$ cat src/rtl/background_redraw_fsm_pkg.sv
// Shared constants and state encodings for the background redraw path,
// also used by the sprite drawer and other getBackgroundPixel clients.
package background_redraw_fsm_pkg;

  localparam int SCREEN_W = 320;
  localparam int SCREEN_H = 240;
  localparam int X_W      = 9;
  localparam int Y_W      = 8;
  localparam int COLOR_W  = 3;

  typedef enum logic [1:0] {
    ST_IDLE  = 2'd0,
    ST_DRAW  = 2'd1,
    ST_DRAIN = 2'd2,
    ST_DONE  = 2'd3
  } redraw_state_t;

  function automatic logic frame_last(input logic [X_W-1:0] x, input logic [Y_W-1:0] y,
                                      input int w, input int h);
    return (x == X_W'(w - 1)) && (y == Y_W'(h - 1));
  endfunction

endpackage

$ cat src/rtl/background_redraw_fsm_if.sv
// Redraw sequencer bus: control, getBackgroundPixel lookup and VGA adapter write port.
interface background_redraw_fsm_if;
  import background_redraw_fsm_pkg::*;

  logic               start;
  logic               hold;
  logic [X_W-1:0]     bg_x;
  logic [Y_W-1:0]     bg_y;
  logic [COLOR_W-1:0] bg_color;
  logic [X_W-1:0]     vga_x;
  logic [Y_W-1:0]     vga_y;
  logic [COLOR_W-1:0] vga_colour;
  logic               vga_plot;
  logic               busy;
  logic               done;

  modport master (
    input  start, hold, bg_color,
    output bg_x, bg_y, vga_x, vga_y, vga_colour, vga_plot, busy, done
  );

  modport slave (
    output start, hold, bg_color,
    input  bg_x, bg_y, vga_x, vga_y, vga_colour, vga_plot, busy, done
  );
endinterface

$ cat src/rtl/background_redraw_fsm_pixel_delay_line.sv
// Shift register of {valid, x, y} that aligns issued coordinates with the ROM
// colour arriving DEPTH cycles later.
module background_redraw_fsm_pixel_delay_line
  import background_redraw_fsm_pkg::*;
#(
  parameter int DEPTH = 1
) (
  input  logic           clock,
  input  logic           resetn,
  input  logic           issue_valid,
  input  logic [X_W-1:0] issue_x,
  input  logic [Y_W-1:0] issue_y,
  output logic           plot_valid,
  output logic [X_W-1:0] plot_x,
  output logic [Y_W-1:0] plot_y,
  output logic           pending
);

  logic [DEPTH-1:0] valid_r;
  logic [X_W-1:0]   x_r [DEPTH];
  logic [Y_W-1:0]   y_r [DEPTH];

  // Stage shift; reset drops every in-flight pixel
  always_ff @(posedge clock) begin
    if (!resetn) begin
      valid_r <= '0;
      for (int i = 0; i < DEPTH; i++) begin
        x_r[i] <= '0;
        y_r[i] <= '0;
      end
    end else begin
      valid_r[0] <= issue_valid;
      x_r[0]     <= issue_x;
      y_r[0]     <= issue_y;
      for (int i = 1; i < DEPTH; i++) begin
        valid_r[i] <= valid_r[i-1];
        x_r[i]     <= x_r[i-1];
        y_r[i]     <= y_r[i-1];
      end
    end
  end

  // Pixels still upstream of the output stage; the output stage itself plots this cycle
  always_comb begin
    pending = 1'b0;
    for (int i = 0; i < DEPTH - 1; i++) begin
      pending = pending | valid_r[i];
    end
  end

  assign plot_valid = valid_r[DEPTH-1];
  assign plot_x     = x_r[DEPTH-1];
  assign plot_y     = y_r[DEPTH-1];

endmodule

$ cat src/rtl/background_redraw_fsm.sv
// Full-screen background redraw: raster-scans getBackgroundPixel and replays each
// coordinate, latency-matched, onto the VGA adapter write port.
module background_redraw_fsm
  import background_redraw_fsm_pkg::*;
#(
  parameter int SCREEN_W    = background_redraw_fsm_pkg::SCREEN_W,
  parameter int SCREEN_H    = background_redraw_fsm_pkg::SCREEN_H,
  parameter int ROM_LATENCY = 1
) (
  input  logic                           clock,
  input  logic                           resetn,
  background_redraw_fsm_if.master        bus
);

  redraw_state_t  state_r;
  logic [X_W-1:0] x_r;
  logic [Y_W-1:0] y_r;
  logic           busy_r;
  logic           done_r;

  logic           issue_valid_s;
  logic           row_end_s;
  logic           last_s;
  logic           pending_s;
  logic           plot_valid_s;
  logic [X_W-1:0] plot_x_s;
  logic [Y_W-1:0] plot_y_s;

  // Issue qualification and raster boundary decode
  always_comb begin
    issue_valid_s = (state_r == ST_DRAW) && !bus.hold;
    row_end_s     = (x_r == X_W'(SCREEN_W - 1));
    last_s        = frame_last(x_r, y_r, SCREEN_W, SCREEN_H);
  end

  // Sequencer FSM with raster counters and registered status outputs
  always_ff @(posedge clock) begin
    if (!resetn) begin
      state_r <= ST_IDLE;
      x_r     <= '0;
      y_r     <= '0;
      busy_r  <= 1'b0;
      done_r  <= 1'b0;
    end else begin
      case (state_r)
        ST_IDLE: begin
          done_r <= 1'b0;
          if (bus.start) begin
            state_r <= ST_DRAW;
            busy_r  <= 1'b1;
          end
        end
        ST_DRAW: begin
          if (issue_valid_s) begin
            if (last_s) begin
              state_r <= ST_DRAIN;
              x_r     <= '0;
              y_r     <= '0;
            end else if (row_end_s) begin
              x_r <= '0;
              y_r <= y_r + Y_W'(1);
            end else begin
              x_r <= x_r + X_W'(1);
            end
          end
        end
        // Leave as the final pixel reaches the output stage so done follows it directly
        ST_DRAIN: begin
          if (!pending_s) begin
            state_r <= ST_DONE;
            busy_r  <= 1'b0;
            done_r  <= 1'b1;
          end
        end
        ST_DONE: begin
          state_r <= ST_IDLE;
          done_r  <= 1'b0;
        end
        default: begin
          state_r <= ST_IDLE;
          busy_r  <= 1'b0;
          done_r  <= 1'b0;
        end
      endcase
    end
  end

  background_redraw_fsm_pixel_delay_line #(
    .DEPTH(ROM_LATENCY)
  ) u_delay (
    .clock      (clock),
    .resetn     (resetn),
    .issue_valid(issue_valid_s),
    .issue_x    (x_r),
    .issue_y    (y_r),
    .plot_valid (plot_valid_s),
    .plot_x     (plot_x_s),
    .plot_y     (plot_y_s),
    .pending    (pending_s)
  );

  assign bus.bg_x       = x_r;
  assign bus.bg_y       = y_r;
  assign bus.vga_x      = plot_x_s;
  assign bus.vga_y      = plot_y_s;
  assign bus.vga_colour = bus.bg_color;
  assign bus.vga_plot   = plot_valid_s;
  assign bus.busy       = busy_r;
  assign bus.done       = done_r;

endmodule

$ cat src/flat_wrapper.sv
// flat-port wrapper written by rule: the top's interface ports become plain ports
module background_redraw_fsm_flat import background_redraw_fsm_pkg::*;
#(
  parameter int SCREEN_W    = background_redraw_fsm_pkg::SCREEN_W,
  parameter int SCREEN_H    = background_redraw_fsm_pkg::SCREEN_H,
  parameter int ROM_LATENCY = 1
)
  (clock, resetn, bus_start, bus_hold, bus_bg_color, bus_bg_x, bus_bg_y, bus_vga_x, bus_vga_y, bus_vga_colour, bus_vga_plot, bus_busy, bus_done);
  background_redraw_fsm_if bus_i ();
  input  logic clock;
  input  logic resetn;
  input wire logic [$bits(bus_i.start)-1:0] bus_start;
  input wire logic [$bits(bus_i.hold)-1:0] bus_hold;
  input wire logic [$bits(bus_i.bg_color)-1:0] bus_bg_color;
  output wire logic [$bits(bus_i.bg_x)-1:0] bus_bg_x;
  output wire logic [$bits(bus_i.bg_y)-1:0] bus_bg_y;
  output wire logic [$bits(bus_i.vga_x)-1:0] bus_vga_x;
  output wire logic [$bits(bus_i.vga_y)-1:0] bus_vga_y;
  output wire logic [$bits(bus_i.vga_colour)-1:0] bus_vga_colour;
  output wire logic [$bits(bus_i.vga_plot)-1:0] bus_vga_plot;
  output wire logic [$bits(bus_i.busy)-1:0] bus_busy;
  output wire logic [$bits(bus_i.done)-1:0] bus_done;
  assign bus_i.start = bus_start;
  assign bus_i.hold = bus_hold;
  assign bus_i.bg_color = bus_bg_color;
  assign bus_bg_x = bus_i.bg_x;
  assign bus_bg_y = bus_i.bg_y;
  assign bus_vga_x = bus_i.vga_x;
  assign bus_vga_y = bus_i.vga_y;
  assign bus_vga_colour = bus_i.vga_colour;
  assign bus_vga_plot = bus_i.vga_plot;
  assign bus_busy = bus_i.busy;
  assign bus_done = bus_i.done;
  background_redraw_fsm #(.SCREEN_W(SCREEN_W), .SCREEN_H(SCREEN_H), .ROM_LATENCY(ROM_LATENCY)) u_core (.clock(clock), .resetn(resetn), .bus(bus_i));
endmodule
$ cat config.mk
export PLATFORM = sky130hd
export DESIGN_NAME = background_redraw_fsm_flat
export DESIGN_NICKNAME = d
export VERILOG_FILES = /design/src/rtl/background_redraw_fsm_pkg.sv /design/src/rtl/background_redraw_fsm_if.sv /design/src/rtl/background_redraw_fsm_pixel_delay_line.sv /design/src/rtl/background_redraw_fsm.sv /design/src/flat_wrapper.sv
export SDC_FILE = /design/constraint.sdc
export NUM_CORES = 1
export LEC_CHECK = 0
export ABC_AREA = 1
export CORE_MARGIN = 3
export CORE_UTILIZATION = 27
export DETAILED_ROUTE_END_ITERATION = 7
export PLACE_DENSITY = 0.51
export REMOVE_ABC_BUFFERS = 1
export SYNTH_ARGS = -nofsm -noshare
export SYNTH_HDL_FRONTEND = slang
export SYNTH_SLANG_ARGS = --single-unit
$ cat constraint.sdc
create_clock -name clock -period 2.11 [get_ports clock]
set_clock_uncertainty 0.2 [all_clocks]
set_input_delay 0.422 -clock clock [delete_from_list [all_inputs] [get_ports clock]]
set_output_delay 0.422 -clock clock [all_outputs]
set_load 0.05 [all_outputs]
### After elaboration in Yosys (flattened, before gate mapping)

Memories as Yosys holds them, arrays and structs flattened.
Index checks and enable logic that the tools add are counted.

* eq/ne operators: 8
* multiplexer cells: 17
* add/subtract/negate cells: 2
* reductions and logical operators: 14

Operator list (count)
* two-way mux 9 bit: 3
* two-way mux 8 bit: 3
* adder 9 x 1 -> 9 bit, second input constant: 1
* equality test 9 bit, second input constant: 1
* OR reduction 9 bit: 1
* adder 8 x 1 -> 8 bit, second input constant: 1
* equality test 8 bit, second input constant: 1
* one-hot mux 2 bit (4 select lines): 1
* OR reduction 8 bit: 1
* two-way mux 2 bit: 3
* AND reduction 3 bit: 2
* nonzero test 2 bit: 3
* two-way mux 1 bit: 5
* equality test 2 bit, second input constant: 2
* inequality test 2 bit, second input constant: 2
* one-hot mux 1 bit (2 select lines): 2
* AND reduction 2 bit: 2
* equality test 2 x 1 -> 1 bit, second input constant: 1
* logical AND 1 bit: 2
* zero test 2 bit: 1
* inequality test 2 x 1 -> 1 bit, second input constant: 1
* OR reduction 2 bit: 1
* zero test 1 bit: 1

* RAM bits: 17
* word-level logic and storage cells: 49
* memories kept: 2
* output and inout port bits: 40
* register bits: 22
* input port bits: 7

Memories
* u_core.u_delay.x_r: words 1, width 9, rd ports 1, clocked after Yosys merged registers in 0, wr ports 1, line background_redraw_fsm_pixel_delay_line.sv:20 `logic [X_W-1:0] x_r [DEPTH];`
* u_core.u_delay.y_r: words 1, width 8, rd ports 1, clocked after Yosys merged registers in 0, wr ports 1, line background_redraw_fsm_pixel_delay_line.sv:21 `logic [Y_W-1:0] y_r [DEPTH];`

### Logic depth before layout (Yosys ltp)

Gate-level depths: netlist of run 1.

* depth in word-level cells: 5
* depth in mapped cells: 12
* depth with buffers taken out: 12

### Modules after synthesis

Synthesis of run 1 repeated with hierarchy kept, for this count alone.

* cells, all modules: 221
* area total of the unflattened synthesis: 1706.6 sq um

By module, submodules not included
* background_redraw_fsm: cells an instance 163, area an instance 1166.1 sq um, sequential area each 420.4 sq um, instances 1
* background_redraw_fsm_pixel_delay_line: cells an instance 58, area an instance 540.5 sq um, sequential area each 360.3 sq um, instances 1

### Worst setup path after synthesis of run 1

Ideal clock, no wire load.

* path type: register -> register
* start point: register u_core.x_r[0] (netlist: u_core.bus.bg_x[0])
* end point: register u_core.y_r[5] (netlist: u_core.bus.bg_y[5])
* buffers on the path: 0
* data arrival time: 1690 ps
* data required time: 1800 ps
* stages on the path, launching flop included: 11
* setup time: 110 ps
* clock period less this slack: 1999 ps
* slack: 111 ps
* cell sequence: dfxtp_1 -> ha_1 -> nand2_1 -> inv_1 -> nand2_1 -> nor2_1 -> nand4_1 -> nand2_1 -> inv_1 -> nand2_1 -> nor2_1

* cells in the longest elaborated chain, start to end: 4
* elaborated cells between the ends (all ways): 5
* those cells by class: 1 x eq/ne; 1 x mux; 3 x reduce/logical

RTL lines
* start, declared: line background_redraw_fsm.sv:16 `logic [X_W-1:0] x_r;`
* start signal, assigned: line background_redraw_fsm.sv:63 `x_r <= x_r + X_W'(1);`
* equality test 9 bit (*): line background_redraw_fsm_pkg.sv:20, background_redraw_fsm.sv:32
* logical AND 1 bit: line background_redraw_fsm_pkg.sv:20 `return (x == X_W'(w - 1)) && (y == Y_W'(h - 1));`
* nonzero test 2 bit (no source line)
* AND reduction 3 bit (no source line)
* end signal, assigned: line background_redraw_fsm.sv:61 `y_r <= y_r + Y_W'(1);`
* end, declared: line background_redraw_fsm.sv:17 `logic [Y_W-1:0] y_r;`

Mark *: on every way between the ends. The rest lies on a longest branch, timed or not.
A chain may end at the register's enable or synchronous reset.

### Worst setup path in the final report of run 1

* start point: memory u_core.u_delay.y_r[0][7]
* end point: output bus_vga_y[7]

* cells in the longest elaborated chain, start to end: 1

RTL lines
* start, declared: line background_redraw_fsm_pixel_delay_line.sv:21
* memory read (1 x 8 bit)
* end, declared: line flat_wrapper.sv:18 `output wire logic [$bits(bus_i.vga_y)-1:0] bus_vga_y;`

Every way passes these cells.

==> impl_metrics.tcl, run 1 <==
set metrics [dict create \
    status "finished clean" \
    busiest_layer "met2" \
    p_switching_uw 487.8 \
    rsz0062_at_grt "false" \
    cts_tree "yes" \
    critPathLaunch "u_core.u_delay.y_r[0][7]" \
    synthCells 215 \
    ctsHtreeMaxLevel 2 \
    synth_top_cell_by_area "dfxtp_1" \
    swShare_pct 27.91 \
    core_mm2 0.005675 \
    wl_per_cell_um 10.07 \
    worst_slack_ns 0.1017 \
    initial_core_util_pct 28.84 \
    dp_hpwl_um 2679 \
    cts-root-buf "clkbuf_8" \
    crit_arrival_ns 1.39 \
    final_antenna_net_count 0 \
    ys.flop_type "dfxtp_1" \
    p_comb_share_pct 17.7 \
    syn_to_final_growth_pct 35.93 \
    synth_area_leaders "dfxtp_1 (48%), nand2_1 (11%), inv_1 (9.6%)" \
    grt_util_met3_pct 3.455 \
    cts.path.max_buffers 2 \
    vias_per_cell 4.109 \
    grt_pass1_wl_um 5802 \
    leakage_uw 0.001078 \
    r2r-start "u_core.bus.bg_x[0]" \
    routed_wl_um 3415 \
    yosysUniqueCellTypes 25 \
    antenna_found_initial 0 \
    via_count 1393 \
    max_freq_mhz 497.9 \
    cp.buffers_inverters 1 \
    seq_area_frac_synth_pct 47.71 \
    setup-tns-final_ns 0 \
    grt.total_usage_pct 10.02 \
    grt_pass1_vias 1338 \
    use_met2_pct 16.12 \
    cap_violations 0 \
    cts.sinks 39 \
    cts_setup_buffers 0 \
    synthArstFlopShare_pct 0 \
    pre_cts_slack_ns 0.02849 \
    path_cells "clkdlybuf4s50_1" \
    clk-insertion-delay-late_ns 0.28 \
    max_slew_margin_pct 66.67 \
    syn_avg_cell_area_um2 7.612 \
    syn_area_mm2 0.001637 \
    drtPass1Iterations 4 \
    crit_fanout 1 \
    rows 27 \
    numCtsBuffers 5 \
    placed_area_mm2 0.002107 \
    cp_data_required_time_ns 1.49 \
    cpMaxStageDelayCell "clkdlybuf4s50_1" \
    drv_slew 0 \
    grt_util_met1_pct 12.23 \
    yosys_warnings 0 \
    diodes 0 \
    ys_seq_elements 39 \
    setup_violations 0 \
    power.total_uw 1748 \
    gp_congestion 0.7572 \
    cp-start-kind "flip-flop" \
    synth_top_area_share_pct 47.71 \
    pwr_density_cell_mw_per_mm2 785.8 \
    drtIter0Drc 22 \
    slowest_delay_ns 0.79 \
    finalCriticalPeriod_ns 2.008 \
    ir_worst_vdd_mv 0.3330 \
    clkTransAtPathRegs_ns 0.07 \
    grt_start_max_net_pins 15 \
    die_w_um 83.86 \
    ios 47 \
    drc_errors 0 \
    synthTopCellsByCount "nand2_1 (48), inv_1 (42), dfxtp_1 (39)" \
    max_slew.worst_pin.slew_ns 0.4983 \
    finish.instance_area_mm2 0.002225 \
    die_height_um 83.86 \
    hp-start "u_core.bus.bg_y[6]" \
    hold_buffers 0 \
    grt_overflow 0 \
    finalHoldViolCount 0 \
    cp-end-kind "output pin" \
    portBuffers 40 \
    hp-class "flip-flop to flip-flop" \
    seqPwrFrac_pct 45.7 \
    cellInternalPower_uw 1260 \
    cts_resized 0 \
    criticalPathCategory "flip-flop to output pin" \
    drive_gt1_share_pct 17.98 \
    synth.most_common_cell "nand2_1" \
    min_period_over_period_pct 95.18 \
    fin_nets 278 \
    pwr-share-clk_pct 36.5 \
    die-area_mm2 0.007032 \
    synth_edf_count 0 \
    crit_family "buffers and inverters" \
]
==> through the flow <==
stage | std cells | util [%] | hold WS [ns]
floorplan | 210 | - | 0.2649
global placement | 331 | 37.13 | 0.2690
detailed placement | 331 | 37.13 | 0.2739
CTS | 339 | 39.20 | 0.2834
global route | 339 | 39.20 | 0.3099
finish | 339 | 39.20 | 0.2796
==> registers in the layout, summed over array words and instances (netlist names) <==
| signal | flops |
|---|---|
| u_core.u_delay.plot_valid | 1 |
| u_core.bus.done | 1 |
| u_core.u_delay.y_r | 8 |
| u_core.u_delay.x_r | 9 |
| u_core.bus.bg_y | 8 |
| u_core.bus.bg_x | 9 |
| u_core.state_r | 2 |
| u_core.bus.busy | 1 |
==> layer usage <==
layer | vias to the layer above | share of wire, %
met2 | 26 | 43
met1 | 609 | 51
met5 | - | 0
met4 | 0 | 0.70
li1 | 756 | -
met3 | 2 | 5.6
==> power groups by stage <==
stage          Sequential, uW  Combinational [uW]  Clock, uW
6_report                  799                 310        639
4_1_cts                   799                 316        668
3_3_place_gp              816                 316          0
2_1_floorplan             893                 148          0
5_1_grt                   806                 343        698
3_5_place_dp              817                 315          0
==> tightest hold or removal path, stage by stage, from the launching register on <==
cell	delay, ns
dfxtp_1	0.35
nand2_1	0.07
inv_1	0.03
==> final timing paths <==
path | cells after the start | slack (ns) | endpoint
max | 1 | 0.10 | bus_vga_y[7]
min | 2 | 0.28 | u_core.u_delay.y_r[0][6]
max reg2reg | 10 | 0.27 | u_core.bus.bg_y[5]
min reg2reg | 2 | 0.28 | u_core.u_delay.y_r[0][6]
==> cell type report <==
class / instances / area (um^2)
clock buffers: 6 / 82.58
flip-flops and latches: 39 / 780.7
repair buffers: 49 / 410.4
inverters: 43 / 161.4
well taps: 72 / 90.09
clock inverters: 2 / 35.03
fillers: 597 / 3451
multi-input cells: 128 / 664.4
==> cells by family after synthesis <==
kind of cell             Yosys count  share of synthesized area, %
AO/OA/AOI/OAI                     18                         6.193
XOR/XNOR                           5                         2.676
adder cells (fa/ha/maj)            5                         3.823
buffers and inverters             48                         11.70
flip-flops                        39                         47.71
AND/OR/NAND/NOR                  100                         27.90
==> cell usage in the layout (no fill, tap or decap), types with 6 or more instances in the layout <==
cell,instances
clkbuf_8,6
nand3_1,11
inv_1,42
nand2_1,48
a21oi_1,9
nor2_1,25
buf_4,32
clkdlybuf4s50_1,17
dfxtp_1,39
No activity file was read; power rests on OpenSTA's default activity.
==> run 2, diff against run 1 <==
SLEW_MARGIN = 5   (was unset)
==> results of run 2 <==
No change in the layout: final DEF, timing and power equal those of run 1.
